## src/rtl/cpht_choice_table_if.sv

```systemverilog
// Lookup, prediction and update signals of the tournament choice table.
// master = fetch/resolution side, slave = the table itself.
interface cpht_choice_table_if #(
  parameter int IDX_W = 6
);
  logic             lookup_valid;
  logic [IDX_W-1:0] lookup_idx;
  logic             p1_pred;
  logic             p2_pred;
  logic             pred_valid;
  logic             pred_taken;
  logic             pred_sel;
  logic [1:0]       pred_state;
  logic             upd_valid;
  logic [IDX_W-1:0] upd_idx;
  logic             upd_p1_res;
  logic             upd_p2_res;
  logic             init_busy;

  modport master (
    output lookup_valid, lookup_idx, p1_pred, p2_pred,
    output upd_valid, upd_idx, upd_p1_res, upd_p2_res,
    input  pred_valid, pred_taken, pred_sel, pred_state, init_busy
  );

  modport slave (
    input  lookup_valid, lookup_idx, p1_pred, p2_pred,
    input  upd_valid, upd_idx, upd_p1_res, upd_p2_res,
    output pred_valid, pred_taken, pred_sel, pred_state, init_busy
  );
endinterface

```

## src/rtl/cpht_choice_table.sv

```systemverilog
// Choice pattern history table: 2^IDX_W 2-bit counters selecting P1 vs P2,
// cleared by a post-reset sweep, read with 1-cycle latency and trained by RMW.
module cpht_choice_table #(
  parameter int IDX_W = 6
) (
  input  logic                 clk,
  input  logic                 resetn,
  cpht_choice_table_if.slave   bus
);
  localparam int DEPTH = 1 << IDX_W;

  typedef enum logic {
    ST_INIT,
    ST_RUN
  } state_t;

  state_t           state_q, state_d;
  logic [IDX_W-1:0] ptr_q, ptr_d;
  logic [1:0]       tbl [DEPTH];

  logic             do_upd;
  logic             do_look;
  logic [1:0]       upd_new;
  logic [1:0]       look_val;

  logic             pred_valid_q;
  logic             pred_taken_q;
  logic             pred_sel_q;
  logic [1:0]       pred_state_q;

  // Saturating move toward P1 (00) or P2 (11) when exactly one predictor was right.
  function automatic logic [1:0] train(input logic [1:0] s, input logic p1_ok, input logic p2_ok);
    logic [1:0] r;
    r = s;
    unique case ({p1_ok, p2_ok})
      2'b10:   r = (s == 2'b00) ? 2'b00 : s - 2'b01;
      2'b01:   r = (s == 2'b11) ? 2'b11 : s + 2'b01;
      default: r = s;
    endcase
    return r;
  endfunction

  // NOTE: every always_comb output gets a default first so no path can infer a latch.
  always_comb begin
    state_d = state_q;
    ptr_d   = ptr_q;
    if (state_q == ST_INIT) begin
      ptr_d = ptr_q + 1'b1;
      if (ptr_q == '1) state_d = ST_RUN;
    end
  end

  assign do_upd   = (state_q == ST_RUN) && bus.upd_valid;
  assign do_look  = (state_q == ST_RUN) && bus.lookup_valid;
  assign upd_new  = train(tbl[bus.upd_idx], bus.upd_p1_res, bus.upd_p2_res);
  // A same-index update in this cycle is forwarded so the lookup sees the trained value.
  assign look_val = (do_upd && (bus.upd_idx == bus.lookup_idx)) ? upd_new : tbl[bus.lookup_idx];

  // NOTE: sequential state uses non-blocking assignments so all registers update together.
  always_ff @(posedge clk) begin
    if (!resetn) begin
      state_q <= ST_INIT;
      ptr_q   <= '0;
    end else begin
      state_q <= state_d;
      ptr_q   <= ptr_d;
    end
  end

  // NOTE: the array has no reset branch; the sweep clears it, keeping it a plain RAM.
  always_ff @(posedge clk) begin
    if (resetn) begin
      if (state_q == ST_INIT)  tbl[ptr_q]       <= 2'b00;
      else if (do_upd)         tbl[bus.upd_idx] <= upd_new;
    end
  end

  always_ff @(posedge clk) begin
    if (!resetn) begin
      pred_valid_q <= 1'b0;
      pred_taken_q <= 1'b0;
      pred_sel_q   <= 1'b0;
      pred_state_q <= 2'b00;
    end else begin
      pred_valid_q <= do_look;
      if (do_look) begin
        pred_state_q <= look_val;
        pred_sel_q   <= look_val[1];
        pred_taken_q <= look_val[1] ? bus.p2_pred : bus.p1_pred;
      end
    end
  end

  assign bus.pred_valid = pred_valid_q;
  assign bus.pred_taken = pred_taken_q;
  assign bus.pred_sel   = pred_sel_q;
  assign bus.pred_state = pred_state_q;
  assign bus.init_busy  = (state_q == ST_INIT);
endmodule

```

## src/flat_wrapper.sv

```systemverilog
// flat-port wrapper written by rule: the top's interface ports become plain ports
module cpht_choice_table_flat 
#(
  parameter int IDX_W = 6
)
  (clk, resetn, bus_lookup_valid, bus_lookup_idx, bus_p1_pred, bus_p2_pred, bus_upd_valid, bus_upd_idx, bus_upd_p1_res, bus_upd_p2_res, bus_pred_valid, bus_pred_taken, bus_pred_sel, bus_pred_state, bus_init_busy);
  cpht_choice_table_if #(.IDX_W(IDX_W)) bus_i ();
  input  logic clk;
  input  logic resetn;
  input wire logic [$bits(bus_i.lookup_valid)-1:0] bus_lookup_valid;
  input wire logic [$bits(bus_i.lookup_idx)-1:0] bus_lookup_idx;
  input wire logic [$bits(bus_i.p1_pred)-1:0] bus_p1_pred;
  input wire logic [$bits(bus_i.p2_pred)-1:0] bus_p2_pred;
  input wire logic [$bits(bus_i.upd_valid)-1:0] bus_upd_valid;
  input wire logic [$bits(bus_i.upd_idx)-1:0] bus_upd_idx;
  input wire logic [$bits(bus_i.upd_p1_res)-1:0] bus_upd_p1_res;
  input wire logic [$bits(bus_i.upd_p2_res)-1:0] bus_upd_p2_res;
  output wire logic [$bits(bus_i.pred_valid)-1:0] bus_pred_valid;
  output wire logic [$bits(bus_i.pred_taken)-1:0] bus_pred_taken;
  output wire logic [$bits(bus_i.pred_sel)-1:0] bus_pred_sel;
  output wire logic [$bits(bus_i.pred_state)-1:0] bus_pred_state;
  output wire logic [$bits(bus_i.init_busy)-1:0] bus_init_busy;
  assign bus_i.lookup_valid = bus_lookup_valid;
  assign bus_i.lookup_idx = bus_lookup_idx;
  assign bus_i.p1_pred = bus_p1_pred;
  assign bus_i.p2_pred = bus_p2_pred;
  assign bus_i.upd_valid = bus_upd_valid;
  assign bus_i.upd_idx = bus_upd_idx;
  assign bus_i.upd_p1_res = bus_upd_p1_res;
  assign bus_i.upd_p2_res = bus_upd_p2_res;
  assign bus_pred_valid = bus_i.pred_valid;
  assign bus_pred_taken = bus_i.pred_taken;
  assign bus_pred_sel = bus_i.pred_sel;
  assign bus_pred_state = bus_i.pred_state;
  assign bus_init_busy = bus_i.init_busy;
  cpht_choice_table #(.IDX_W(IDX_W)) u_core (.clk(clk), .resetn(resetn), .bus(bus_i));
endmodule
```

## config.mk

```make
export PLATFORM = sky130hd
export DESIGN_NAME = cpht_choice_table_flat
export DESIGN_NICKNAME = d
export VERILOG_FILES = /design/src/rtl/cpht_choice_table_if.sv /design/src/rtl/cpht_choice_table.sv /design/src/flat_wrapper.sv
export SDC_FILE = /design/constraint.sdc
export NUM_CORES = 1
export LEC_CHECK = 0
export ABC_AREA = 1
export ABC_CLOCK_PERIOD_IN_PS = 4900
export CAP_MARGIN = 10
export CORE_MARGIN = 1
export CORE_UTILIZATION = 45
export DETAILED_ROUTE_END_ITERATION = 7
export PLACE_DENSITY = 0.73
export RECOVER_POWER = 25
export SETUP_SLACK_MARGIN = 0.15
export SLEW_MARGIN = 20
export SYNTH_ARGS = -nofsm -noshare
export SYNTH_HDL_FRONTEND = slang
export SYNTH_SLANG_ARGS = --single-unit
export TNS_END_PERCENT = 100
```

## constraint.sdc

```tcl
create_clock -name clk -period 4.9 [get_ports clk]
set_input_delay 0.98 -clock clk [delete_from_list [all_inputs] [get_ports clk]]
set_output_delay 0.98 -clock clk [all_outputs]
set_load 0.05 [all_outputs]
```

==> out/results.ini, run 1 <==
[power_and_ir_drop]
powerDensity_nw_per_um2 = 344.6
peakVddDrop_v = 0.0002170
power_leakage_nw = 3.173

[route]
ant_nets = 0
wirelength_um = 21430
wl_met3_um = 2215
wl_per_cell_um = 19.55
top_layer_used = met4
drt_iter0_markers = 1043
viasPerCell = 6.032
vias = 6611
drc = 0
wirelength_met1_um = 8685
met2_length_um = 9789
drt_first_pass_iters = 6

[cts]
cts_resized = 0
postCtsSetupRepairBufs = 0
htree_num_levels = 4
clockBufferDepth = 2
cts_root_buf = clkbuf_16
cts_hold_buf = 0
cts_tree = built
cts.sinks = 139
insertion_delay_ns = 0.43
clk_pin_slew_ns = 0.06
cts_buffers = 17

[global_routing]
grt_max_degree = 66
grt_usage = 0.2658
first_global_vias = 6090
grt_pass1_wl_um = 33240
antenna_found_initial = 0
grt_overflow = 0

[worst_setup_path]
max_stage_delay_ns = 0.90
reg2regPathDepth = 6
critical_path_peak_fanout = 21
cp_num_cells = 13
cp_top_family = buffers and inverters
worstPathCellList = dlygate4sd3_1 > inv_1 > clkbuf_1 > o22ai_1 > a221oi_1 > nand2_1 > nor3_1 > inv_1 > nand3_1 > nand2_2 > nand2_1 > nand3_1 > a21oi_2
startpoint_type = input pin
cpMaxStageDelayCell = clkbuf_1
endpoint_kind = flop
setup.worst_path.class = in -> reg
crit_arrival_ns = 4.44
cp.required_ns = 5.26
path_buf_inv = 4

[timing]
rsz0062_at_grt = false
worstMarginPinSlew_ns = 1.154
setup_viol_count_final = 0
holdWs_ns = 0.4806
fin_crit_ns = 4.079
relSlewSlack = 0.2305
timing.setup.tns_ns = 0
finClkSkew_ns = 0.007175
fmax_ghz = 0.2452
hold_violations = 0
slew_viol_final = 0
fin_crit_sh = 0.8324

[yosys]
ys_types = 31
yosysTopAreaCell = edfxtp_1
ys_warn_count = 0
synth_edf_count = 128
synth.avg_cell_area_sq_um = 8.655
synth_top_cell_area_share = 0.5158
syn_nets = 884
post-synth-top-count-cell = nand2_1
synthTopCellsByArea = edfxtp_1 52%, nand2_1 8.4%, nor2_1 8.0%
synthFlopType = edfxtp_1
seq_area_frac_synth = 0.5453
synth_common_cells = 167 x nand2_1, 158 x nor2_1, 128 x edfxtp_1, 94 x nand3_1, 93 x o21ai_0
syn-cell-area_sq_um = 7452
ys_seq_elements = 139
ys_async_sr_fraction = 0
syn-instance-count = 861

[worst_hold_path]
whs_path_depth = 2
worstHoldPathType = reg -> reg

[final_layout]
multiInputGateArea_sq_um = 2912
layout.cells.non_filler = 1096
antenna_cells = 0
regArea_sq_um = 4064
fillers = 1497
syn_to_final_growth_pct = 12.19
finalCoreUtilization = 0.5225
fin_nets = 890
drive_above_1_share = 0.06136

[floorplan]
rows = 46
io_pins = 26
die_width_um = 130.7
die_height_um = 130.7
coreArea_sq_um = 16000
design.die.area_sq_um = 17080
initial_core_util = 0.4657

[run]
maxCapViolations = 0

[placed_design]
gp_congestion = 0.8650
dp_hpwl_um = 12810
port_buffers = 25
dp.cells = 1064

[outcome]
outcome = finished clean

-- where the power goes --
part	internal, mW	switching, mW	total [mW]
logic	0.0822	0.188	0.270
clock network	0.842	0.484	1.33
registers	1.28	0.00294	1.28
-- metrics by stage --
stage	worst slack, ns	total power, mW	area (sq um)
6_report	0.8215	2.881	8361
5_1_grt	0.6155	2.964	8361
4_1_cts	1.283	2.886	8391
3_5_place_dp	0.8307	1.573	7784
3_3_place_gp	0.9759	1.571	7784
2_1_floorplan	0.5723	1.495	7452
-- sequential cells by signal (all words and copies together) (netlist names) --
name / count
u_core.bus.pred_state: 2
u_core.bus.pred_taken: 1
u_core.bus.pred_valid: 1
u_core.ptr_q: 6
u_core.state_q: 1
u_core.tbl: 128
-- worst reg2reg max path, delay by kind of cell (launching register included) --
family,cells,cell delay [ns]
compound gates,1,0.15
buf+inv,1,0.27
flops,1,0.48
simple gates,4,1.72
-- cell usage in the layout (no fill, tap or decap), types with 4 or more instances in the layout --
cell type	instances
dlygate4sd3_1	8
nand4_1	8
clkdlybuf4s50_1	15
o21ai_0	93
clkbuf_16	17
inv_1	35
bufinv_16	4
edfxtp_1	128
dfxtp_1	11
nor2_1	158
nor4_1	8
nand3_1	94
o21ai_1	17
nand2_1	170
nor3_1	4
buf_4	10
a21oi_1	15
o22ai_1	49
-- per-layer routing --
metal / global-route usage / vias up
met4: 0.1298 / 0
met3: 0.06189 / 66
met2: 0.4065 / 455
met5: 0 / -
met1: 0.3565 / 3054
li1: - / 3036
-- area by class of cell --
type,instances,area share
Clock buffer,18,0.05133
Clock inverter,14,0.02125
Inverter,37,0.01721
Multi-Input combinational cell,633,0.3482
Sequential cell,139,0.4861
Tap cell,216,0.03233
Timing Repair Buffer,39,0.04355
-- logic make-up after synthesis --
logic type,after synthesis,share of synthesized area
fa+ha+maj,3,0.005037
buf+inv,89,0.06380
compound gates,183,0.1347
flops,139,0.5453
xor+xnor,1,0.001176
simple gates,446,0.2500
-- path summary, 6_finish.rpt --
check,from,end,slack (ns)
worst max register to register,u_core.state_q,u_core.tbl[3][1],1.96
worst min register to register,u_core.bus.pred_taken,u_core.bus.pred_taken,0.48
worst min-delay path,u_core.bus.pred_taken,u_core.bus.pred_taken,0.48
worst max-delay path,bus_lookup_idx[1],u_core.bus.pred_taken,0.82
Note: power is estimated with default switching activity, not from simulation.
==> run 2: changes to the inputs <==
ABC_CLOCK_PERIOD_IN_PS = 4200   (was 4900)
clock period = 4.2 ns   (was 4.9 ns; I/O delays follow)
==> run 2 against run 1 <==
  * Routed wire length fell by 0.14%
  * Sequential cell count is the same
  * Clock skew is 0.0038 ns higher
  * Utilization rose by 0.45 points
==> out/results.ini, run 2 (synthesis gave the netlist of run 1 again) <==
[worst_setup_path]
endpoint_kind = flop
max_stage_delay_ns = 0.55  ; -0.35 ns
cpMaxStageDelayCell = dlygate4sd3_1
cp_top_family = buffers and inverters
rrSetupSlack_ns = 1.55  ; -0.41 ns
path_buf_inv = 4  ; unchanged
critical_path_peak_fanout = 16  ; -24%
r2r_start = u_core.state_q
cp.required_ns = 4.34  ; -0.92 ns
crit_arrival_ns = 3.64  ; -0.80 ns
r2r-end = u_core.tbl[41][0]
startpoint_type = input pin
crit_path_frequent_cell = nand2_1
reg2regPathDepth = 7  ; +1
setup.worst_path.class = in -> reg
worstPathCellList = dlygate4sd3_1 > inv_1 > buf_4 > o21ai_0 > o22ai_1 > nand2_1 > nand2_1 > nand2_1 > nand3_1 > nand3_1 > nand2_1 > nand2_1 > a21oi_1 > clkbuf_1

[timing]
worstMarginPinSlew_ns = 0.7499  ; -0.4044 ns
setup_slack_ns = 0.7081  ; -0.1134 ns
slew_viol_final = 0  ; unchanged
fin_crit_sh = 0.8314
fmax_ghz = 0.2864
setup_viol_count_final = 0  ; unchanged
relSlewSlack = 0.5001  ; +0.2696
hold_violations = 0  ; unchanged
timing.setup.tns_ns = 0  ; unchanged
finClkSkew_ns = 0.01097  ; +0.003792 ns
holdWs_ns = 0.4840  ; +0.003339 ns
fin_crit_ns = 3.492
rsz0062_at_grt = false

[route]
drt_first_pass_iters = 6  ; unchanged
ant_nets = 0  ; unchanged
vias = 6723  ; +1.7%
drt_iter0_markers = 951  ; -8.8%
drc = 0  ; unchanged
viasPerCell = 6.046  ; +0.23%
wl_per_cell_um = 19.25  ; -1.6%
wirelength_um = 21400  ; -0.14%

[placed_design]
port_buffers = 25  ; unchanged
pre_cts_ws_ns = 0.5913  ; -0.2394 ns
postPlaceCellArea_sq_um = 7891  ; +1.4%
gp_congestion = 0.9160  ; +5.9%
dp_hpwl_um = 13540  ; +5.7%

[global_routing]
first_global_vias = 6123  ; +0.54%
grt_max_degree = 66  ; unchanged
grt_overflow = 0  ; unchanged
grt_usage = 0.2655  ; -0.0003045
grt_pass1_wl_um = 33090  ; -0.48%
antenna_found_initial = 0  ; unchanged

[cts]
postCtsSetupRepairBufs = 0  ; unchanged
cts_root_buf = clkbuf_16
htree_num_levels = 4  ; unchanged
cts_resized = 0  ; unchanged
insertion_delay_ns = 0.44  ; about the same
cts.sinks = 139  ; unchanged
cts_hold_buf = 0  ; unchanged
clk_pin_slew_ns = 0.06  ; about the same
clockBufferDepth = 2  ; unchanged
cts_tree = built
cts_buffers = 17  ; unchanged

[floorplan]
rows = 46  ; unchanged
coreArea_sq_um = 16000  ; unchanged
initial_core_util = 0.4657  ; unchanged
die_width_um = 130.7  ; unchanged
io_pins = 26  ; unchanged
design.die.area_sq_um = 17080  ; unchanged
die_height_um = 130.7  ; unchanged

[final_layout]
largest_reg_flops = 128  ; unchanged
syn_to_final_growth_pct = 13.15
drive_above_1_share = 0.08147  ; +0.02011
antenna_cells = 0  ; unchanged
layout_commonest_cell = nand2_1
stdcell_area_sq_um = 8432  ; +0.85%
regMostFlops = u_core.tbl
mostFrequentLayoutCells = 169 x nand2_1, 158 x nor2_1, 128 x edfxtp_1, 95 x nand3_1, 94 x o21ai_0
fin_nets = 906  ; +1.8%
fillers = 1472  ; -1.7%

[worst_hold_path]
hold_end = u_core.bus.pred_taken
whs_path_depth = 2  ; unchanged
worstHoldPathType = reg -> reg
worstHoldStart = u_core.bus.pred_taken

[outcome]
outcome = finished clean

[power_and_ir_drop]
peakVddDrop_v = 0.0003005  ; +38%
powerDensity_nw_per_um2 = 385.5  ; +12%
power_leakage_nw = 3.217  ; +1.4%

[run]
maxCapViolations = 0  ; unchanged

run 2: changes by cell type in the layout (fill, tap and decap cells not counted), moves of 2 or more:
| cell | previous run | this run |
|---|---|---|
| buf_4 | 10 | 27 |
| bufinv_16 | 4 | 1 |
| clkinv_1 | 3 | 1 |
| clkinv_2 | 3 | 0 |
| clkinv_4 | 1 | 5 |
| clkinvlp_4 | 3 | 5 |
| inv_6 | 1 | 3 |
run 2: layout make-up:
| class | count | area (sq um) | area share |
|---|---|---|---|
| clock inverter | 15 | 143.9 | 0.01706 |
| multi-input combinational | 633 | 2914 | 0.3456 |
| tap | 216 | 270.3 | 0.03205 |
| inverter | 37 | 143.9 | 0.01706 |
| sequential | 139 | 4064 | 0.4820 |
| clock buffer | 17 | 425.4 | 0.05045 |
| timing repair buffer | 55 | 470.5 | 0.05579 |
run 2: how the worst max path moves through the flow:
| stage | from | to | slack (ns) | depth (start not counted) |
|---|---|---|---|---|
| finish | bus_upd_idx[1] | u_core.tbl[33][1] | 0.71 | 14 |
| global route | bus_upd_idx[1] | u_core.tbl[36][1] | 0.42 | 14 |
| CTS | bus_upd_idx[1] | u_core.tbl[49][1] | 1.03 | 14 |
| detailed placement | bus_upd_idx[1] | u_core.tbl[52][0] | 0.59 | 14 |
| global placement | bus_upd_idx[1] | u_core.tbl[52][0] | 0.64 | 14 |
| floorplan | bus_upd_idx[0] | u_core.tbl[0][0] | 0.83 | 15 |
run 2: layer usage:
| layer | track usage | vias up | share of wire |
|---|---|---|---|
| met3 | 0.06270 | 86 | 0.11 |
| met4 | 0.1346 | 0 | 0.044 |
| met1 | 0.3513 | 3140 | 0.39 |
| li1 | - | 3067 | - |
| met5 | 0 | - | 0 |
| met2 | 0.4093 | 430 | 0.45 |
run 2: where the power goes:
part           switching (mW)  internal (mW)  total, mW
Clock                   0.612          0.821       1.43
Sequential            0.00337           1.49       1.50
Combinational           0.217          0.103      0.319
Total                   0.832           2.42       3.25
run 2: metrics by stage:
| stage | instances | power [mW] | utilization |
|---|---|---|---|
| 2_1_floorplan | 861 | 1.745 | - |
| 3_3_place_gp | 1080 | 1.835 | 0.4932 |
| 3_5_place_dp | 1080 | 1.838 | 0.4932 |
| 4_1_cts | 1112 | 3.251 | 0.5288 |
| 5_1_grt | 1112 | 3.341 | 0.5270 |
| 6_report | 1112 | 3.250 | 0.5270 |
run 2: tightest hold or removal path: stages (launching register included):
cell and delay, ns:
dfxtp_1 0.31, nand2_1 0.08, a21oi_2 0.05
